### config.mk
export PLATFORM = sky130hd
export DESIGN_NAME = xadc_drp_responder
export DESIGN_NICKNAME = d
export VERILOG_FILES = /design/src/rtl/xadc_drp_responder.sv
export SDC_FILE = /design/constraint.sdc
export NUM_CORES = 1
export LEC_CHECK = 0
export BUFFER_PORTS_ARGS = -buffer_cell sky130_fd_sc_hd__buf_2
export CORE_ASPECT_RATIO = 1.2
export CORE_MARGIN = 2
export CORE_UTILIZATION = 46
export DETAILED_ROUTE_END_ITERATION = 8
export PLACE_DENSITY = 0.66
export RECOVER_POWER = 50
export SLEW_MARGIN = 10
export SYNTH_ARGS = -nofsm -noshare
export SYNTH_HDL_FRONTEND = slang
export SYNTH_SLANG_ARGS = --single-unit
### constraint.sdc
create_clock -name clk_i -period 1.9 [get_ports clk_i]
set_input_delay 0.19 -clock clk_i [delete_from_list [all_inputs] [get_ports clk_i]]
set_output_delay 0.19 -clock clk_i [all_outputs]
set_load 0.01 [all_outputs]
### src/rtl/xadc_drp_responder.sv
// DRP-compatible stand-in for the XADC primitive: register file behind a DRP port plus a
// free-running temp/VCCINT/VCCAUX conversion sequencer fed by injected 12-bit codes.
module xadc_drp_responder #(
    parameter int CONV_CYCLES = 26,
    parameter int SEQ_GAP     = 4,
    parameter int DRP_LATENCY = 2
) (
    input  logic        clk_i,
    input  logic        reset_i,
    input  logic [6:0]  daddr_i,
    input  logic        den_i,
    input  logic        dwe_i,
    input  logic [15:0] di_i,
    output logic [15:0] do_o,
    output logic        drdy_o,
    output logic        busy_o,
    output logic        eos_o,
    output logic        proto_err_o,
    input  logic [11:0] temp_code_i,
    input  logic [11:0] vccint_code_i,
    input  logic [11:0] vccaux_code_i
);

    localparam logic [7:0] CONV_LAST = 8'(CONV_CYCLES - 1);
    localparam logic [7:0] GAP_LAST  = 8'(SEQ_GAP - 1);
    localparam logic [3:0] LAT_INIT  = 4'(DRP_LATENCY - 1);

    typedef enum logic [2:0] {
        S_IDLE,
        S_CONV_TEMP,
        S_CONV_VCCINT,
        S_CONV_VCCAUX,
        S_GAP
    } seq_state_e;

    seq_state_e  state_q;
    logic [7:0]  seq_cnt_q;
    logic [15:0] temp_q, vccint_q, vccaux_q, maxtemp_q, mintemp_q;
    logic [15:0] cfg0_q, cfg1_q, cfg2_q;
    logic [15:0] rd_mux, rdata_q, temp_new;
    logic        pending_q, accept;
    logic [3:0]  lat_q;

    // DRP handshake: den_i is a one-cycle request, accepted only when nothing is pending or
    // on the very cycle the pending response completes. drdy_o is a one-cycle completion
    // strobe DRP_LATENCY cycles after the accepted den_i; do_o is zero outside that cycle.
    // A request arriving while one is pending is dropped and latches proto_err_o.
    assign drdy_o   = pending_q && (lat_q == 4'd0);
    assign do_o     = drdy_o ? rdata_q : 16'h0000;
    assign accept   = den_i && (!pending_q || drdy_o);
    assign temp_new = {temp_code_i, 4'h0};

    always_comb begin
        rd_mux = 16'h0000;
        case (daddr_i)
            7'h00:   rd_mux = temp_q;
            7'h01:   rd_mux = vccint_q;
            7'h02:   rd_mux = vccaux_q;
            7'h20:   rd_mux = maxtemp_q;
            7'h24:   rd_mux = mintemp_q;
            7'h40:   rd_mux = cfg0_q;
            7'h41:   rd_mux = cfg1_q;
            7'h42:   rd_mux = cfg2_q;
            default: rd_mux = 16'h0000;
        endcase
    end

    always_ff @(posedge clk_i) begin
        if (reset_i) begin
            pending_q   <= 1'b0;
            lat_q       <= 4'd0;
            rdata_q     <= 16'h0000;
            proto_err_o <= 1'b0;
            cfg0_q      <= 16'h0000;
            cfg1_q      <= 16'h0000;
            cfg2_q      <= 16'h0400;
        end else if (accept) begin
            pending_q <= 1'b1;
            lat_q     <= LAT_INIT;
            rdata_q   <= rd_mux;
            if (dwe_i) begin
                case (daddr_i)
                    7'h40:   cfg0_q <= di_i;
                    7'h41:   cfg1_q <= di_i;
                    7'h42:   cfg2_q <= di_i;
                    default: ;
                endcase
            end
        end else begin
            if (den_i) proto_err_o <= 1'b1;
            if (pending_q) begin
                if (lat_q == 4'd0) pending_q <= 1'b0;
                else               lat_q     <= lat_q - 4'd1;
            end
        end
    end

    always_ff @(posedge clk_i) begin
        if (reset_i) begin
            state_q   <= S_IDLE;
            seq_cnt_q <= 8'd0;
            busy_o    <= 1'b0;
            eos_o     <= 1'b0;
            temp_q    <= 16'h0000;
            vccint_q  <= 16'h0000;
            vccaux_q  <= 16'h0000;
            maxtemp_q <= 16'h0000;
            mintemp_q <= 16'hFFFF;
        end else begin
            eos_o <= 1'b0;
            case (state_q)
                S_IDLE: begin
                    if (!cfg1_q[15]) begin
                        state_q   <= S_CONV_TEMP;
                        seq_cnt_q <= 8'd0;
                        busy_o    <= 1'b1;
                    end
                end
                S_CONV_TEMP: begin
                    if (seq_cnt_q == CONV_LAST) begin
                        temp_q <= temp_new;
                        if (temp_new > maxtemp_q) maxtemp_q <= temp_new;
                        if (temp_new < mintemp_q) mintemp_q <= temp_new;
                        state_q   <= S_CONV_VCCINT;
                        seq_cnt_q <= 8'd0;
                    end else begin
                        seq_cnt_q <= seq_cnt_q + 8'd1;
                    end
                end
                S_CONV_VCCINT: begin
                    if (seq_cnt_q == CONV_LAST) begin
                        vccint_q  <= {vccint_code_i, 4'h0};
                        state_q   <= S_CONV_VCCAUX;
                        seq_cnt_q <= 8'd0;
                    end else begin
                        seq_cnt_q <= seq_cnt_q + 8'd1;
                    end
                end
                S_CONV_VCCAUX: begin
                    if (seq_cnt_q == CONV_LAST) begin
                        vccaux_q  <= {vccaux_code_i, 4'h0};
                        state_q   <= S_GAP;
                        seq_cnt_q <= 8'd0;
                        busy_o    <= 1'b0;
                        eos_o     <= 1'b1;
                    end else begin
                        seq_cnt_q <= seq_cnt_q + 8'd1;
                    end
                end
                S_GAP: begin
                    // Hold is only honoured here, so a hold written mid-sequence lets it finish.
                    if (seq_cnt_q == GAP_LAST) begin
                        seq_cnt_q <= 8'd0;
                        if (cfg1_q[15]) begin
                            state_q <= S_IDLE;
                        end else begin
                            state_q <= S_CONV_TEMP;
                            busy_o  <= 1'b1;
                        end
                    end else begin
                        seq_cnt_q <= seq_cnt_q + 8'd1;
                    end
                end
                default: begin
                    state_q <= S_IDLE;
                    busy_o  <= 1'b0;
                end
            endcase
        end
    end

endmodule
======== After elaboration in Yosys (flattened, before gate mapping) ========
Index checks and enable logic that the tools add are counted.
storage, ports and cells
  word-level logic and storage cells ...... 95
  input bits .............................. 63
  bits in read-only memories .............. 0
  memories kept ........................... 0
  bits in writable memories ............... 0
  latch bits .............................. 0
  output and inout port bits .............. 20
  bits in registers ....................... 147
cells by class
  $lt $le $gt $ge ......................... 2
  divide/modulo/power cells ............... 0
  add/sub/neg operators ................... 2
  $mul .................................... 0
  reductions and logical operators ........ 27
  bitwise gates (word level) .............. 4
  equality and inequality tests ........... 19
  mux-type cells .......................... 24
  shifts and indexed selects .............. 0
operators with widths
  kind                                            number
  case mux 16 bit (8 select lines)                1
  2-to-1 mux 8 bit                                3
  case mux 8 bit (3 select lines)                 1
  == test 7 bit (second input constant)           3
  AND reduction 3 bit                             6
  greater-than comparator 16 bit                  1
  less-than comparator 16 bit                     1
  2-to-1 mux 16 bit                               1
  2-to-1 mux 3 bit                                5
  case mux 3 bit (5 select lines)                 1
  == test 7 x 6 -> 1 bit (second input constant)  2
  AND reduction 2 bit                             7
  inequality test 2 bit (second input constant)   6
  2-to-1 mux 1 bit                                11
  adder 8 x 1 -> 8 bit (second input constant)    1
  == test 8 x 2 -> 1 bit (second input constant)  1
  == test 8 x 5 -> 1 bit (second input constant)  1
  == test 7 x 1 -> 1 bit (second input constant)  1
  == test 7 x 2 -> 1 bit (second input constant)  1
  zero test 7 bit                                 1
  == test 3 x 2 -> 1 bit (second input constant)  2
  OR reduction 2 bit                              3
  AND reduction 5 bit                             1
  zero test 4 bit                                 1
  12 further kinds                                16

======== Logic depth before layout (Yosys ltp) ========
Gate-level depths: netlist (run 1).
  depth after elaboration ................. 6
  mapped depth ............................ 9
  depth with buffers taken out ............ 7

======== Worst setup path after synthesis (run 1) ========
OpenSTA, ideal clock, no wires.
  path kind ............................... reg-to-reg
  start point ............................. register maxtemp_q[5]
  end point ............................... register maxtemp_q[10]
  setup time .............................. 0.072 ns
  cell stages (with the launch flop) ...... 9
  clock period less this slack ............ 2.017 ns
  arrival time ............................ 1.945 ns
  setup slack ............................. -0.117 ns
  path buffers ............................ 1
  required time ........................... 1.828 ns
  cells stage by stage .................... dfxtp_1 inv_1 ha_1 nor2b_1 o211ai_1 a21o_1 a2111oi_2 buf_4 mux2i_1
between the ends
  cells in the longest elaborated chain, start to end .. 2
RTL lines
  what                                  RTL line  text
  start, declared                       38        logic [15:0] temp_q, vccint_q, vccaux_q, maxtemp_q, mintemp_q;
  start signal, assigned                122       if (temp_new > maxtemp_q) maxtemp_q <= temp_new;
  greater-than comparator 16 bit        122
  AND reduction 3 bit (no source line)  -
No other way between the ends.
A chain may end at the register's enable or synchronous reset.

======== Worst setup path after layout (run 1) ========
  start point ............................. register lat_q[1]
  end point ............................... register rdata_q[7]
between the ends
  cells in the longest elaborated chain, start to end .. 4
RTL lines
  what                    RTL line  text
  start, declared         42        logic [3:0] lat_q;
  start signal, assigned  93        else lat_q <= lat_q - 4'd1;
  zero test 4 bit         48        assign drdy_o = pending_q && (lat_q == 4'd0);
  logical AND 1 bit       48
  logical OR 1 bit        50        assign accept = den_i && (!pending_q || drdy_o);
  logical AND 1 bit       50
  end signal, assigned    80        rdata_q <= rd_mux;
  end, declared           40        logic [15:0] rd_mux, rdata_q, temp_new;
No other way between the ends.

==> results of run 1 <==
==> registers in the layout (all words and copies together), names as in the netlist, 8 cells and up <==
name	cells
cfg0_q	16
cfg1_q	16
cfg2_q	16
maxtemp_q	12
mintemp_q	13
rdata_q	16
seq_cnt_q	8
temp_q	12
vccaux_q	12
vccint_q	12
==> what timing repair did <==
action | CTS | global route
pin swaps | 8 | 44
resized for setup | 25 | 104
setup buffers | 6 | 8
setup endpoints to repair | 43 | 127
endpoints found under the hold margin | 16 | 0
cloned | 2 | 6
hold buffers | 16 | 0
==> cells in the final DEF (no fill, tap or decap), drive strengths merged, types with 4 or more instances in the layout <==
cell         synthesis  final
a2111oi             11     11
a32oi                5      5
o22ai                5      5
dfxtp              144    144
nand2              174    174
clkinv               0      4
clkbuf              37     29
nand4               11     11
nor4                 6      6
nor2b                8      8
ha                  28     28
a21oi               86     86
a21o                 7      8
buf                 22    190
a22o                 7      7
and3                19     19
nand3                9      9
a221oi               4      4
nor3                11     11
inv                 40     40
dlygate4sd3          0     16
a211oi               5      5
mux2i               54     54
a22oi                6      6
o21ai               29     29
nor3b                4      4
xor2                 9      9
nor2                63     63
o211ai              19     19
==> cells by family after synthesis <==
| logic type | count (synthesis) | synth area share, % |
|---|---|---|
| AOI/OAI and AO/OA | 206 | 18.4 |
| xor gates and xnor gates | 10 | 1.22 |
| adders and majority gates | 28 | 4.88 |
| buffers and inverters | 99 | 5.93 |
| DFF | 144 | 40.2 |
| muxes | 58 | 8.32 |
| and+or+nand+nor | 325 | 21.1 |
==> worst min-delay path by stage <==
stage,slack [ns],end,start
CTS,0.003,vccint_q[4],vccint_code_i[0]
finish,0.007,vccint_q[4],vccint_code_i[0]
global placement,0.43,vccint_q[8],vccint_code_i[4]
detailed placement,0.44,rdata_q[8],rdata_q[8]
floorplan,0.31,pending_q,den_i
global route,0.02,cfg2_q[1],di_i[1]
==> area by class of cell <==
class	instances	area, sq um	area share [%]
multi-input cells	628	4260	43.0
inverters	40	150	1.52
well taps	208	260	2.63
flip-flops and latches	144	2900	29.3
repair buffers	212	1740	17.6
clock buffers	23	488	4.93
clock inverters	9	106	1.07
==> worst max-delay path: cells and delay by family (launching register included) <==
kind,cells,cell delay [ns]
buffers and inverters,2,0.25
and+or+nand+nor,3,0.93
adders and majority gates,1,0.12
DFF,1,0.32
AOI/OAI and AO/OA,2,0.28
==> through the flow <==
stage | cell area [sq um] | setup slack, ns | power [uW]
after floorplan | 7200 | 0.00614 | 3360
after global placement | 8410 | -0.468 | 3610
after detailed placement | 8410 | -0.499 | 3610
after CTS | 9360 | -0.0133 | 6970
after global routing | 9890 | -0.161 | 7220
final | 9890 | -0.0709 | 7010
==> cells in the mapped netlist (all sizes together), types with 2 or more instances <==
library cell / instances / area share [%]
and2: 3 / 0.26
mux2: 3 / 0.47
a2bb2oi: 2 / 0.24
o21a: 3 / 0.31
a22o: 7 / 0.85
nand2b: 2 / 0.17
o221ai: 2 / 0.24
o2bb2ai: 2 / 0.24
or4: 3 / 0.37
a2111oi: 11 / 1.4
dfxtp: 144 / 40
o21ai: 29 / 2.0
nand4: 11 / 0.96
xor2: 9 / 1.1
a21o: 7 / 0.73
a22oi: 6 / 0.63
clkbuf: 37 / 1.9
and4: 3 / 0.37
nor3: 11 / 1.1
a21oi: 86 / 6.0
ha: 28 / 4.9
o32ai: 3 / 0.37
mux2i: 54 / 7.5
or3: 2 / 0.17
a221oi: 4 / 0.49
nor2b: 8 / 0.70
and3: 19 / 1.7
a32o: 2 / 0.28
a211o: 2 / 0.24
nor2: 63 / 3.3
buf: 22 / 1.9
nand3: 9 / 0.63
nor3b: 4 / 0.49
o22ai: 5 / 0.44
a211oi: 5 / 0.59
a31oi: 2 / 0.17
nand2: 174 / 9.1
inv: 40 / 2.1
o211ai: 19 / 2.0
a32oi: 5 / 0.61
nor4: 6 / 1.0
==> power by group <==
| part | internal, uW | leakage, uW | switching, uW |
|---|---|---|---|
| Combinational | 280 | 0.00251 | 349 |
| Clock | 2060 | 0.000285 | 1270 |
| Sequential | 3030 | 0.00116 | 9.21 |
| Total | 5380 | 0.00396 | 1630 |
==> metal layers <==
| layer | share of wire, % | vias to the layer above |
|---|---|---|
| met5 | 0 | - |
| li1 | - | 3428 |
| met4 | 5.0 | 0 |
| met2 | 48 | 223 |
| met1 | 41 | 3257 |
| met3 | 5.3 | 64 |
==> impl_results.md, run 1 <==
- Post-synthesis average cell area: 8.25 sq um
- Wire length per cell: 17.1 microns
- Max_cap viols: 0
- Cell row count: 50
- Worst setup EP type: flip-flop
- Arrival @ worst endpoint: 2.34 ns
- Flop2flop setup slack: -0.07 ns
- PwrDens: 708 nW/um^2
- Syn_nets: 961
- First-pass GRT wire length: 33300 microns
- Critical path class: reg -> reg
- Total gr overflow: 0
- Placed Cells: 1195
- Top FF cell, synth: dfxtp_1
- Detailed Routing Iterations Pass 1: 5
- Synth cell types: 66
- Hold Vio Cnt, Final: 0
- Dpl hpwl: 14900 microns
- Most Crowded Layer GR: met2
- Register area share after synthesis: 40.2%
- P&R area growth vs syn: 37.9%
- Clock Sinks: 144
- Fin. max-slew vios: 0
- Unrepaired setup endpoints after global routing: true
- Failing checks: negative setup slack
- Routed vias/inst: 5.52
- Setup crit end: rdata_q[7]
- Mapped Area: 7180 sq um
- Total CTS buffers: 17
- Met3 GRT Util: 4.37%
- Synthesized instance count: 870
- I/O Buffers: 82
- Worst-skew pair later-pin latency: 0.43 ns
- DRC: 0
- Hold path depth: 3
- LEAKAGE: 0.00396 uW
- Longest Clk Path Bufs: 2
- Antenna fix cells: 0
- Largest net degree at the start of global routing: 91
- Die W: 118 microns
- Drt initial violations: 440
- TNS Setup: -0.529 ns
- Skew final: 0.00810 ns
- Layout cells sized above 1: 29.5%
- Worst path required time: 2.27 ns
- Filler Cell Count: 1327
- Post-route antenna net violation count: 0
- Synthesis-stage register bit count: 144
- Reg2reg start: lat_q[1]
- Capture point of the worst reg-to-reg path: rdata_q[7]
- Final setup margin: -0.0709 ns
- DR vias: 6972
- Met1 usage: 32.3%
- Post-synth EDFFs: 0
- Reg2Reg Depth: 8
- Post-route minimum period: 1.97 ns
- Status: finished with violations
- Worst-Margin Slew: 0.642 ns
- Final setup vio count: 27
- Max_slew headroom: 57.1%
- GRT Total Usage: 25.5%
- Crit path from: lat_q[1]
- Routability cong.: 0.918
- H-tree levels: 4
- Total die area: 16600 sq um
- Final wirelength: 21600 microns
- Slowest cell on crit path: or4_4
- Initial Utilization: 46.4%
- Die span in y: 141 microns
- CP Launch Type: flip-flop
- VDD IR max: 0.548 mV
- Root Driver: clkbuf_16
- Crit path max fanout: 9
- Worst hold path class: in -> reg
- Clock transition at path regs: 0.06 ns
- Initial antenna violation count: 0
- Hold_ws: 0.00662 ns
- Met2 Use GR: 41.1%
- Max Fclk: 507 MHz
- Worst path cell trace: inv_2 > ha_4 > nor3b_4 > buf_4 > nor2_4 > or4_4 > a31oi_2 > a21o_1
- Final Core Density: 64.0%
- CTS tree: done
- Worst path max stage delay: 0.60 ns
- Crit share post-route: 104%
- Io pins: 83
- Core Box Area: 15500 sq um
- Yosys warns: 0
- Post-Layout Cell Count: 1264
- Fin nets: 1134
- Async set or reset register ratio after synthesis: 0%
- Vias in the first global route: 6413
Note: power is estimated with default switching activity, not from simulation.
==> run 2, diff against run 1 <==
Settings changed: CORE_MARGIN 2 to 3.
==> impl_results.md, run 2 (synthesis gave the netlist of run 1 again) <==
- Final setup vio count: 50
- Unrepaired setup endpoints after global routing: true
- GRT Total Usage: 25.4%
- Dpl hpwl: 15500 microns
- Status: finished with violations
- Worst hold path class: in -> reg
- Final setup margin: -0.156 ns
- Hold_ws: 0.00354 ns
- Skew final: 0.00581 ns
- Max Fclk: 486 MHz
- Arrival @ worst endpoint: 2.41 ns
- Fin nets: 1135
- Total CTS buffers: 17
- Final wirelength: 22300 microns
- Finished Cell Area: 9880 sq um
- Io pins: 83
- VDD IR max: 0.532 mV
- Max_slew headroom: 57.5%
- Crit share post-route: 108%
- Worst setup EP type: flip-flop
- Routed vias/inst: 5.56
- P&R area growth vs syn: 37.8%
- Root Driver: clkbuf_16
- I/O Buffers: 82
- H-tree levels: 4
- Total die area: 17100 sq um
- Worst-skew pair later-pin latency: 0.43 ns
- CP Launch Type: flip-flop
- Detailed Routing Iterations Pass 1: 5
- Most frequent cells in the layout: nand2_1, dfxtp_1, buf_4, a21oi_1, buf_2
- Worst-Margin Slew: 0.637 ns
- Hold Vio Cnt, Final: 0
- Die W: 120 microns
- Core Box Area: 15100 sq um
- Area after DPL: 8390 sq um
- PwrDens: 747 nW/um^2
- First-pass GRT wire length: 34100 microns
- Vias in the first global route: 6550
- Worst path required time: 2.25 ns
- Post-route minimum period: 2.06 ns
- Clock transition at path regs: 0.06 ns
- Max_cap viols: 0
- DR vias: 7009
- Cell row count: 49
- Antenna fix cells: 0
- Largest net degree at the start of global routing: 90
- Commonest non-fill, non-tap cell in the layout: nand2_1
- CTS tree: done
- Clock Sinks: 144
- Drt initial violations: 468
- Failing checks: negative setup slack
- Layout cells sized above 1: 29.2%
- Crit path max fanout: 6
- Critical path class: reg -> reg
- DRC: 0
- Routability cong.: 0.927
- LEAKAGE: 0.00396 uW
- Post-route antenna net violation count: 0
- Initial antenna violation count: 0
- Wire length per cell: 17.7 microns
- Fin. max-slew vios: 0
- Die span in y: 143 microns
- Initial Utilization: 47.4%
- Longest Clk Path Bufs: 2
- Total gr overflow: 0
- Flop2flop setup slack: -0.16 ns
[run 2: timing repair]
item,4_1_cts,5_1_grt
setup endpoints to repair,28,137
hold endpoints to repair,14,0
gates resized for setup,28,92
hold buffers,14,0
buffers inserted,2,13
pin swaps,5,22
cloned,2,7
[run 2: critical path, stage by stage, from the launching register on]
cell       delay, ns
dfxtp_2         0.33
inv_1           0.07
ha_4            0.28
nand2_2         0.08
o21ai_4         0.20
a2111oi_4       0.08
a2111oi_4       0.44
buf_4           0.19
clkbuf_16       0.14
mux2i_1         0.17
[run 2: final cells by class]
cell class	instances	area, sq um
inverter	40	150
clock buffer	19	443
multi-input combinational	630	4290
timing repair buffer	211	1630
sequential	144	2900
fill	1264	5260
tap	204	255
clock inverter	13	210
[run 2: final timing paths]
path                          from             to  cells after the start
setup / recovery     maxtemp_q[15]  maxtemp_q[11]                      9
hold / removal    vccint_code_i[5]    vccint_q[9]                      3
setup reg to reg     maxtemp_q[15]  maxtemp_q[11]                      9
hold reg to reg        rdata_q[13]    rdata_q[13]                      2
[run 2: per-layer routing]
layer,vias to the layer above,part of all wire [%],global-route usage (%)
met1,3310,41,31.6
met2,218,49,43.3
met3,60,5.7,4.71
li1,3421,-,-
met5,-,0,0
met4,0,3.9,10.6
[run 2: per-stage QoR]
| stage | setup WS, ns | total power (uW) | instances | TNS, ns | utilization, % |
|---|---|---|---|---|---|
| after floorplan | 0.00614 | 3360 | 870 | 0 | - |
| after global placement | -0.462 | 3600 | 1193 | -6.74 | 55.4 |
| after detailed placement | -0.582 | 3610 | 1193 | -7.69 | 55.4 |
| after CTS | -0.0590 | 7320 | 1243 | -0.392 | 61.7 |
| after global routing | -0.295 | 7610 | 1261 | -10.47 | 65.3 |
| final | -0.156 | 7380 | 1261 | -2.76 | 65.3 |
[run 2: where the power goes]
part           leakage (uW)  switching, uW  internal [uW]  total, uW
combinational       0.00248            361            287        648
sequential          0.00116           8.21           3030       3040
clock              0.000314           1330           2370       3690
